<file path="src/rtl/esm_dep_tracker.sv">
// Register-dependency tracker: bs-slot instruction buffer with a per-register producer table,
// a bs x bs RAW matrix and lowest-index issue. Optional WAW ordering with ESM_WAW_TRACK_EN.
module esm_dep_tracker #(
  parameter int Instruction_word_size = 32,
  parameter int bs                    = 16,
  parameter int regnum                = 16
) (
  input  logic                             clk,
  input  logic                             rst,
  input  logic                             in_valid,
  output logic                             in_ready,
  input  logic [Instruction_word_size-1:0] in_instr,
  input  logic                             in_regwrite,
  input  logic                             in_alusrc,
  output logic [$clog2(bs)-1:0]            in_index,
  output logic                             issue_valid,
  input  logic                             issue_ready,
  output logic [$clog2(bs)-1:0]            issue_index,
  output logic [Instruction_word_size-1:0] issue_instr,
  input  logic                             cmp_valid,
  input  logic [$clog2(bs)-1:0]            cmp_index,
  output logic [$clog2(bs):0]              occupancy
);
  localparam int IW = $clog2(bs);
  localparam int RB = $clog2(regnum);

  logic [bs-1:0]                                valid, issued, ready;
  logic [bs-1:0][bs-1:0]                        dep;
  logic [bs-1:0][Instruction_word_size-1:0]     mem;
  logic [regnum-1:0]                            prod_valid;
  logic [regnum-1:0][IW-1:0]                    prod_slot;
  logic [IW:0]                                  occ;
  logic [IW-1:0]                                free_idx, issue_idx;
  logic [RB-1:0]                                rd, rs1, rs2, rd_waw;
  logic [bs-1:0]                                new_dep, cmp_mask;
  logic                                         alloc, cmp_ok, iss;

  assign rd  = in_regwrite ? in_instr[7 +: RB] : '0;
  assign rs1 = in_instr[15 +: RB];
  assign rs2 = in_alusrc ? in_instr[20 +: RB] : '0;
`ifdef ESM_WAW_TRACK_EN
  assign rd_waw = rd;
`else
  assign rd_waw = '0;
`endif

  always_comb begin
    for (int i = 0; i < bs; i++)
      ready[i] = valid[i] && !issued[i] && (dep[i] == '0);
  end

  // Descending scan so the last hit is the lowest index.
  always_comb begin
    free_idx  = '0;
    issue_idx = '0;
    for (int i = bs - 1; i >= 0; i--) begin
      if (!valid[i]) free_idx  = IW'(i);
      if (ready[i])  issue_idx = IW'(i);
    end
  end

  assign in_ready    = ~&valid;
  assign in_index    = free_idx;
  assign issue_valid = |ready;
  assign issue_index = issue_idx;
  assign issue_instr = issue_valid ? mem[issue_idx] : '0;
  assign occupancy   = occ;

  assign alloc    = in_valid && in_ready;
  assign cmp_ok   = cmp_valid && valid[cmp_index] && issued[cmp_index];
  assign iss      = issue_valid && issue_ready;
  assign cmp_mask = cmp_ok ? (bs'(1) << cmp_index) : '0;

  // A producer retiring this very cycle must not leave a stale dependency behind.
  always_comb begin
    logic [RB-1:0] src;
    new_dep = '0;
    src     = '0;
    for (int k = 0; k < 3; k++) begin
      src = (k == 0) ? rs1 : (k == 1) ? rs2 : rd_waw;
      if (src != '0 && prod_valid[src] && !(cmp_ok && prod_slot[src] == cmp_index))
        new_dep = new_dep | (bs'(1) << prod_slot[src]);
    end
  end

  always_ff @(posedge clk or negedge rst) begin
    if (!rst) begin
      valid  <= '0;
      issued <= '0;
      dep    <= '0;
    end else begin
      for (int i = 0; i < bs; i++) begin
        if (alloc && free_idx == IW'(i)) begin
          valid[i]  <= 1'b1;
          issued[i] <= 1'b0;
          dep[i]    <= new_dep;
        end else begin
          if (cmp_mask[i]) begin
            valid[i]  <= 1'b0;
            issued[i] <= 1'b0;
          end else if (iss && issue_idx == IW'(i)) begin
            issued[i] <= 1'b1;
          end
          dep[i] <= dep[i] & ~cmp_mask;
        end
      end
    end
  end

  always_ff @(posedge clk) begin
    for (int i = 0; i < bs; i++)
      if (alloc && free_idx == IW'(i)) mem[i] <= in_instr;
  end

  // Clear first, then let a same-cycle allocation reclaim the register.
  always_ff @(posedge clk or negedge rst) begin
    if (!rst) begin
      prod_valid <= '0;
      prod_slot  <= '0;
    end else begin
      for (int r = 0; r < regnum; r++) begin
        if (cmp_ok && prod_slot[r] == cmp_index) prod_valid[r] <= 1'b0;
        if (alloc && rd != '0 && rd == RB'(r)) begin
          prod_valid[r] <= 1'b1;
          prod_slot[r]  <= free_idx;
        end
      end
    end
  end

  always_ff @(posedge clk or negedge rst) begin
    if (!rst) occ <= '0;
    else if (alloc && !cmp_ok) occ <= occ + (IW+1)'(1);
    else if (!alloc && cmp_ok) occ <= occ - (IW+1)'(1);
  end
endmodule

</file>
<file path="config.mk">
export PLATFORM = sky130hd
export DESIGN_NAME = esm_dep_tracker
export DESIGN_NICKNAME = d
export VERILOG_FILES = /design/src/rtl/esm_dep_tracker.sv
export SDC_FILE = /design/constraint.sdc
export NUM_CORES = 1
export LEC_CHECK = 0
export BUFFER_PORTS_ARGS = -buffer_cell sky130_fd_sc_hd__buf_2
export CORE_ASPECT_RATIO = 0.6
export CORE_MARGIN = 2
export CORE_UTILIZATION = 45
export CTS_BUF_LIST = sky130_fd_sc_hd__clkbuf_8
export DETAILED_ROUTE_END_ITERATION = 10
export PLACE_DENSITY = 0.68
export SLEW_MARGIN = 25
export SYNTH_ARGS = -nofsm -noshare
export SYNTH_HDL_FRONTEND = slang
export SYNTH_SLANG_ARGS = --single-unit
</file>
<file path="constraint.sdc">
create_clock -name clk -period 3.7 [get_ports clk]
set_clock_uncertainty 0.15 [all_clocks]
set_input_delay 0 -clock clk [delete_from_list [all_inputs] [get_ports clk]]
set_output_delay 0 -clock clk [all_outputs]
set_load 0.05 [all_outputs]
</file>
Word level (Yosys, flattened, before mapping)
Cells that the tools add are included.
- output and inout port bits: 47
- register bits after elaboration: 885
- $add $sub $neg: 2
- multiplexer cells: 182
- equal/unequal tests: 63
- magnitude comparators: 4
- shift operators: 3
- bitwise logic cells: 18
- reductions and logical operators: 203
- operators by type and width (kind ; count):
    $mux 16 ; 19
    $and 16x16->16 ; 16
    $logic_not 16->1 ; 16
    $mux 4 ; 36
    $bmux 32 s4 ; 1
    $mux 1 ; 116
    $logic_and 1x1->1 ; 109
    $eq 4x4->1 const B ; 24
    $eq 4x4->1 ; 18
    $reduce_bool 2->1 ; 33
    $mux 32 ; 2
    $eq 4x3->1 const B ; 12
    $reduce_bool 3->1 ; 16
    $shl 1x4->16 const A ; 3
    $bmux 4 s4 ; 2
    $eq 4x2->1 const B ; 6
    $logic_not 1->1 ; 21
    $lt 4x5->1 const B ; 4
    $bmux 1 s4 ; 4
    $not 16->16 ; 1
    $or 16x16->16 ; 1
    $reduce_and 16->1 ; 1
    $reduce_or 16->1 ; 1
    $eq 4x1->1 const B ; 3
    5 further kinds ; 10

Logic depth before layout (Yosys ltp)
- word-level depth: 24
- depth in mapped cells: 15
- depth with buffers taken out: 12

Worst setup path before layout
Ideal clock, no wire load.
- kind: register to output
- from: reg dep[110] (netlist bit)
- to: out issue_instr[10]
- arrival time: 4284 ps
- cell stages (with the launch flop): 12
- data required time: 3550 ps
- slack: -734 ps
- path through: dfrtp_1 or4_1 or3_1 nor3_1 nor2_1 o21ai_1 nand2_1 a21oi_2 nand2_1 buf_2 o221a_2 nor3_1
- cells in the longest elaborated chain, start to end: 12
- elaborated cells between the ends (all ways): 13
- classes of those cells: 10 x mux; 3 x reduce/logical
- ends and longest elaborated chain (what ; line ; text):
    start: declaration ; 28 ; logic [bs-1:0][bs-1:0] dep;
    start signal: indexed assignment ; 96 ; dep[i] <= new_dep;
    start signal: indexed assignment ; 104 ; dep[i] <= dep[i] & ~cmp_mask;
    $logic_not 16->1 ; 49 ; ready[i] = valid[i] && !issued[i] && (dep[i] == '0);
    $logic_and 1x1->1 ; 49 ;
    $mux 4 (7 in a row) ; 58 ; if (ready[i]) issue_idx = IW'(i);
    net issue_index[1] ; 18 ; output logic [$clog2(bs)-1:0] issue_index,
    $bmux 32 s4 ; 66 ; assign issue_instr = issue_valid ? mem[issue_idx] : '0;
    $mux 32 (implied by the code) ; 66 ;
    $mux 32 ; 66 ;
    end: declaration ; 19 ; output logic [Instruction_word_size-1:0] issue_instr,
The timed path passes the listed nets, and every way through them passes these cells. The select of a mux whose other input is x is not followed.

Worst setup path after layout
- from: reg dep[176] (netlist bit)
- to: out issue_instr[21]
- cells in the longest elaborated chain, start to end: 17
- elaborated cells between the ends (all ways): 18
- classes of those cells: 15 x mux; 3 x reduce/logical
- ends and longest elaborated chain (what ; line):
    $logic_not 16->1 (*) ; 49
    $logic_and 1x1->1 (*) ; 49
    $mux 4 (12 in a row) ; 58
    $bmux 32 s4 ; 66
    $mux 32 (implied by the code) ; 66
    $mux 32 (*) ; 66
Every way passes the cells marked *; elsewhere a longest branch is shown, timed or not. The select of a mux whose other input is x is not followed.

==> results.py <==
metrics = {
    "floorplan": {
        "core_area_um2": 86100,
        "die_area_um2": 89900,
        "start_util": 0.457,
        "row_count": 83,
        "die_w_um": 386,
        "die_y_um": 233,
        "boundaryPins": 90,
    },
    "grt": {
        "grt_pass1_wl_um": 185000,
        "grt_max_degree": 109,
        "overflow": 0,
        "grt.total_usage": 0.280,
        "antenna_found_initial": 4,
        "grt_pass1_vias": 28600,
    },
    "finish": {
        "syn_to_final_growth_pct": 24.7,
        "n_fill_cell": 6962,
        "utilization": 0.570,
        "drive_above_1_share": 0.272,
        "finalInstanceArea_um2": 49100,
        "nets": 3700,
    },
    "worst_setup_path": {
        "cp.arrival_ns": 4.34,
        "crit_path_end_kind": "output port",
        "crit_fanout": 5,
        "path_buf_inv": 6,
        "critPathTopFamily": "buffers and inverters",
        "required_ns": 3.55,
        "crit_path_start_kind": "flip-flop",
        "path_cells": "nor4_2, buf_4, and4_1, nand2_1, a311oi_4, buf_4, o221ai_4, buf_12, a21oi_4, buf_6, clkbuf_16, mux2i_1, o221a_2, nor3_4, buf_12",
        "slowest_delay_ns": 0.39,
        "crit_type": "flip-flop to output port",
        "slowest_stage": "dfrtp_1",
    },
    "logic_synthesis": {
        "dominantRegCellSynth": "edfxtp_1",
        "yosysWarnings": 0,
        "yosysSeqAreaShare": 0.627,
        "ys_ff_latch": 884,
        "synth_edf_count": 512,
        "synthCells": 3267,
        "synth.distinct_cells": 87,
        "syn-num-nets": 3315,
        "post_synth.cell_area_avg_um2": 12.0,
        "async_reset_ff_frac": 0.421,
        "netlist_area_um2": 39300,
    },
    "timing": {
        "slew_violations": 0,
        "whs_ns": 0.0736,
        "rsz0062_at_grt": "true",
        "slew-limit-headroom": 0.296,
        "hold_viol": 0,
        "setup_tns_ns": -22.46,
        "min_period_ns": 4.49,
        "fin_ws_ns": -0.792,
        "worst_pin_slew_ns": 1.05,
        "max_clock_freq_ghz": 0.223,
        "period_share": 1.21,
        "setup_violations": 32,
    },
    "drt": {
        "wl_um": 128000,
        "drtIter0Drc": 3925,
        "drt_pass1_iterations": 5,
        "wl_per_cell_um": 26.1,
        "vias": 30100,
        "via_per_inst": 6.14,
        "ant_nets": 0,
        "route.detailed.drc": 0,
    },
    "clock_network": {
        "cts.sinks": 884,
        "clk_path_buf_depth": 3,
        "clk_root_buffer_cell": "clkbuf_8",
        "cts_tree": "done",
        "cts.htree.levels": 4,
        "clock_latency_ns": 0.85,
        "cts_buffers": 132,
        "path_clk_slew_ns": 0.06,
    },
    "place": {
        "portBuffers": 89,
        "placed_area_um2": 43800,
        "hpwl_um": 79200,
        "routabilityCongestion": 0.963,
    },
    "job": {
        "cap_violations": 0,
    },
    "worst_hold_path": {
        "hold_class": "primary input to flip-flop",
    },
    "run_status": {
        "violations": "setup timing",
        "status": "complete, but fails checks",
    },
}
cells in the mapped netlist (all sizes together), types with 5 or more instances:
cell type | n | area [µm²]
a211oi | 15 | 118
nand3b | 14 | 105
a21o | 11 | 82.6
or3 | 12 | 75.1
o211ai | 29 | 228
nand4 | 27 | 169
mux2i | 73 | 731
nand2 | 235 | 882
o21ai | 293 | 1470
nor2b | 15 | 93.8
a2bb2oi | 25 | 225
or4 | 25 | 191
o22ai | 41 | 257
clkbuf | 162 | 608
nor4 | 52 | 325
buf | 63 | 340
nor2 | 160 | 603
a21oi | 120 | 623
o21bai | 5 | 37.5
edfxtp | 512 | 15400
dfrtp | 372 | 9310
o221ai | 66 | 591
inv | 84 | 318
o221a | 24 | 270
o211a | 24 | 240
or2 | 13 | 81.3
and2 | 12 | 75.1
nand2b | 13 | 81.3
xnor2 | 69 | 604
nand3 | 353 | 1770
a31oi | 16 | 143
nor3 | 93 | 475
and3 | 21 | 131
mux4 | 33 | 743
mux2 | 126 | 1420
cell families after synthesis:
| group | after synthesis | share of synthesized area |
|---|---|---|
| AOI/OAI and AO/OA | 706 | 0.117 |
| xor gates and xnor gates | 71 | 0.0158 |
| adders and majority gates | 5 | 0.00178 |
| buffers and inverters | 309 | 0.0322 |
| DFF | 884 | 0.627 |
| muxes | 232 | 0.0735 |
| and+or+nand+nor | 1060 | 0.132 |
placed cells by master (no fill, tap or decap), types with 29 or more instances in the layout:
master / n
buf_6: 47
xnor2_1: 69
dfrtp_1: 372
nand3_2: 29
o21ai_0: 188
edfxtp_1: 512
a21oi_1: 101
nand2_1: 231
nor3_1: 51
o221ai_1: 59
o21ai_1: 102
buf_12: 77
mux2_2: 120
mux2i_1: 71
clkbuf_8: 146
nand3_1: 323
buf_4: 202
buf_2: 52
nor3_4: 32
nor4_1: 37
mux4_2: 33
dlygate4sd3_1: 72
inv_1: 105
nor2_1: 152
path summary, 6_finish.rpt:
| check | startpoint | end | slack [ns] | cells after the start |
|---|---|---|---|---|
| min in group asynchronous | rst | valid[10]$_DFFE_PN0N_ | 0.22 | 4 |
| max in group asynchronous | rst | dep[159]$_DFF_PN0_ | 2.61 | 4 |
| hold reg to reg | prod_slot[1]$_DFFE_PN0P_ | prod_slot[1]$_DFFE_PN0P_ | 0.26 | 0 |
| hold / removal | in_instr[7] | mem[263]$_DFFE_PP_ | 0.07 | 2 |
| setup reg to reg | dep[51]$_DFF_PN0_ | issued[15]$_DFFE_PN0P_ | 0.07 | 10 |
| setup / recovery | dep[176]$_DFF_PN0_ | issue_instr[21] | -0.79 | 15 |
metrics by stage:
step | worst slack (ns) | cells
floorplan | 0.0580 | 3267
global placement | -0.118 | 4545
detailed placement | -0.144 | 4545
CTS | -0.774 | 4864
global route | -0.882 | 4903
finish | -0.792 | 4903
layout make-up:
type / instances / area, µm² / share of cell area
diodes: 3 / 7.51 / 0.000153
clock buffers: 146 / 2010 / 0.0410
clock inverters: 89 / 517 / 0.0105
inverters: 84 / 322 / 0.00656
multi-input cells: 2074 / 15000 / 0.306
flip-flops and latches: 884 / 24700 / 0.503
well taps: 1147 / 1440 / 0.0293
repair buffers: 476 / 5090 / 0.104
layer usage:
layer / part of all wire / track usage
met1: 0.44 / 0.426
met2: 0.39 / 0.363
met4: 0.021 / 0.0834
met5: 0.000078 / 0
met3: 0.14 / 0.109
repair_timing:
item | in CTS | in global routing
endpoints found under the setup margin | 40 | 192
gates resized for setup | 167 | 134
pin swaps | 35 | 77
hold buffers | 73 | 0
endpoints found under the hold margin | 1523 | 0
gates cloned | 2 | 10
buffers inserted | 9 | 30
sequential cells by signal, summed over array words and instances, names as in the netlist:
name,flops
valid,16
dep,256
occupancy,5
prod_slot,64
mem,512
issued,16
prod_valid,15
Power is left out: the tool's default activity adds up to more than one toggle a clock period on the data nets, which glitch-free logic cannot reach.
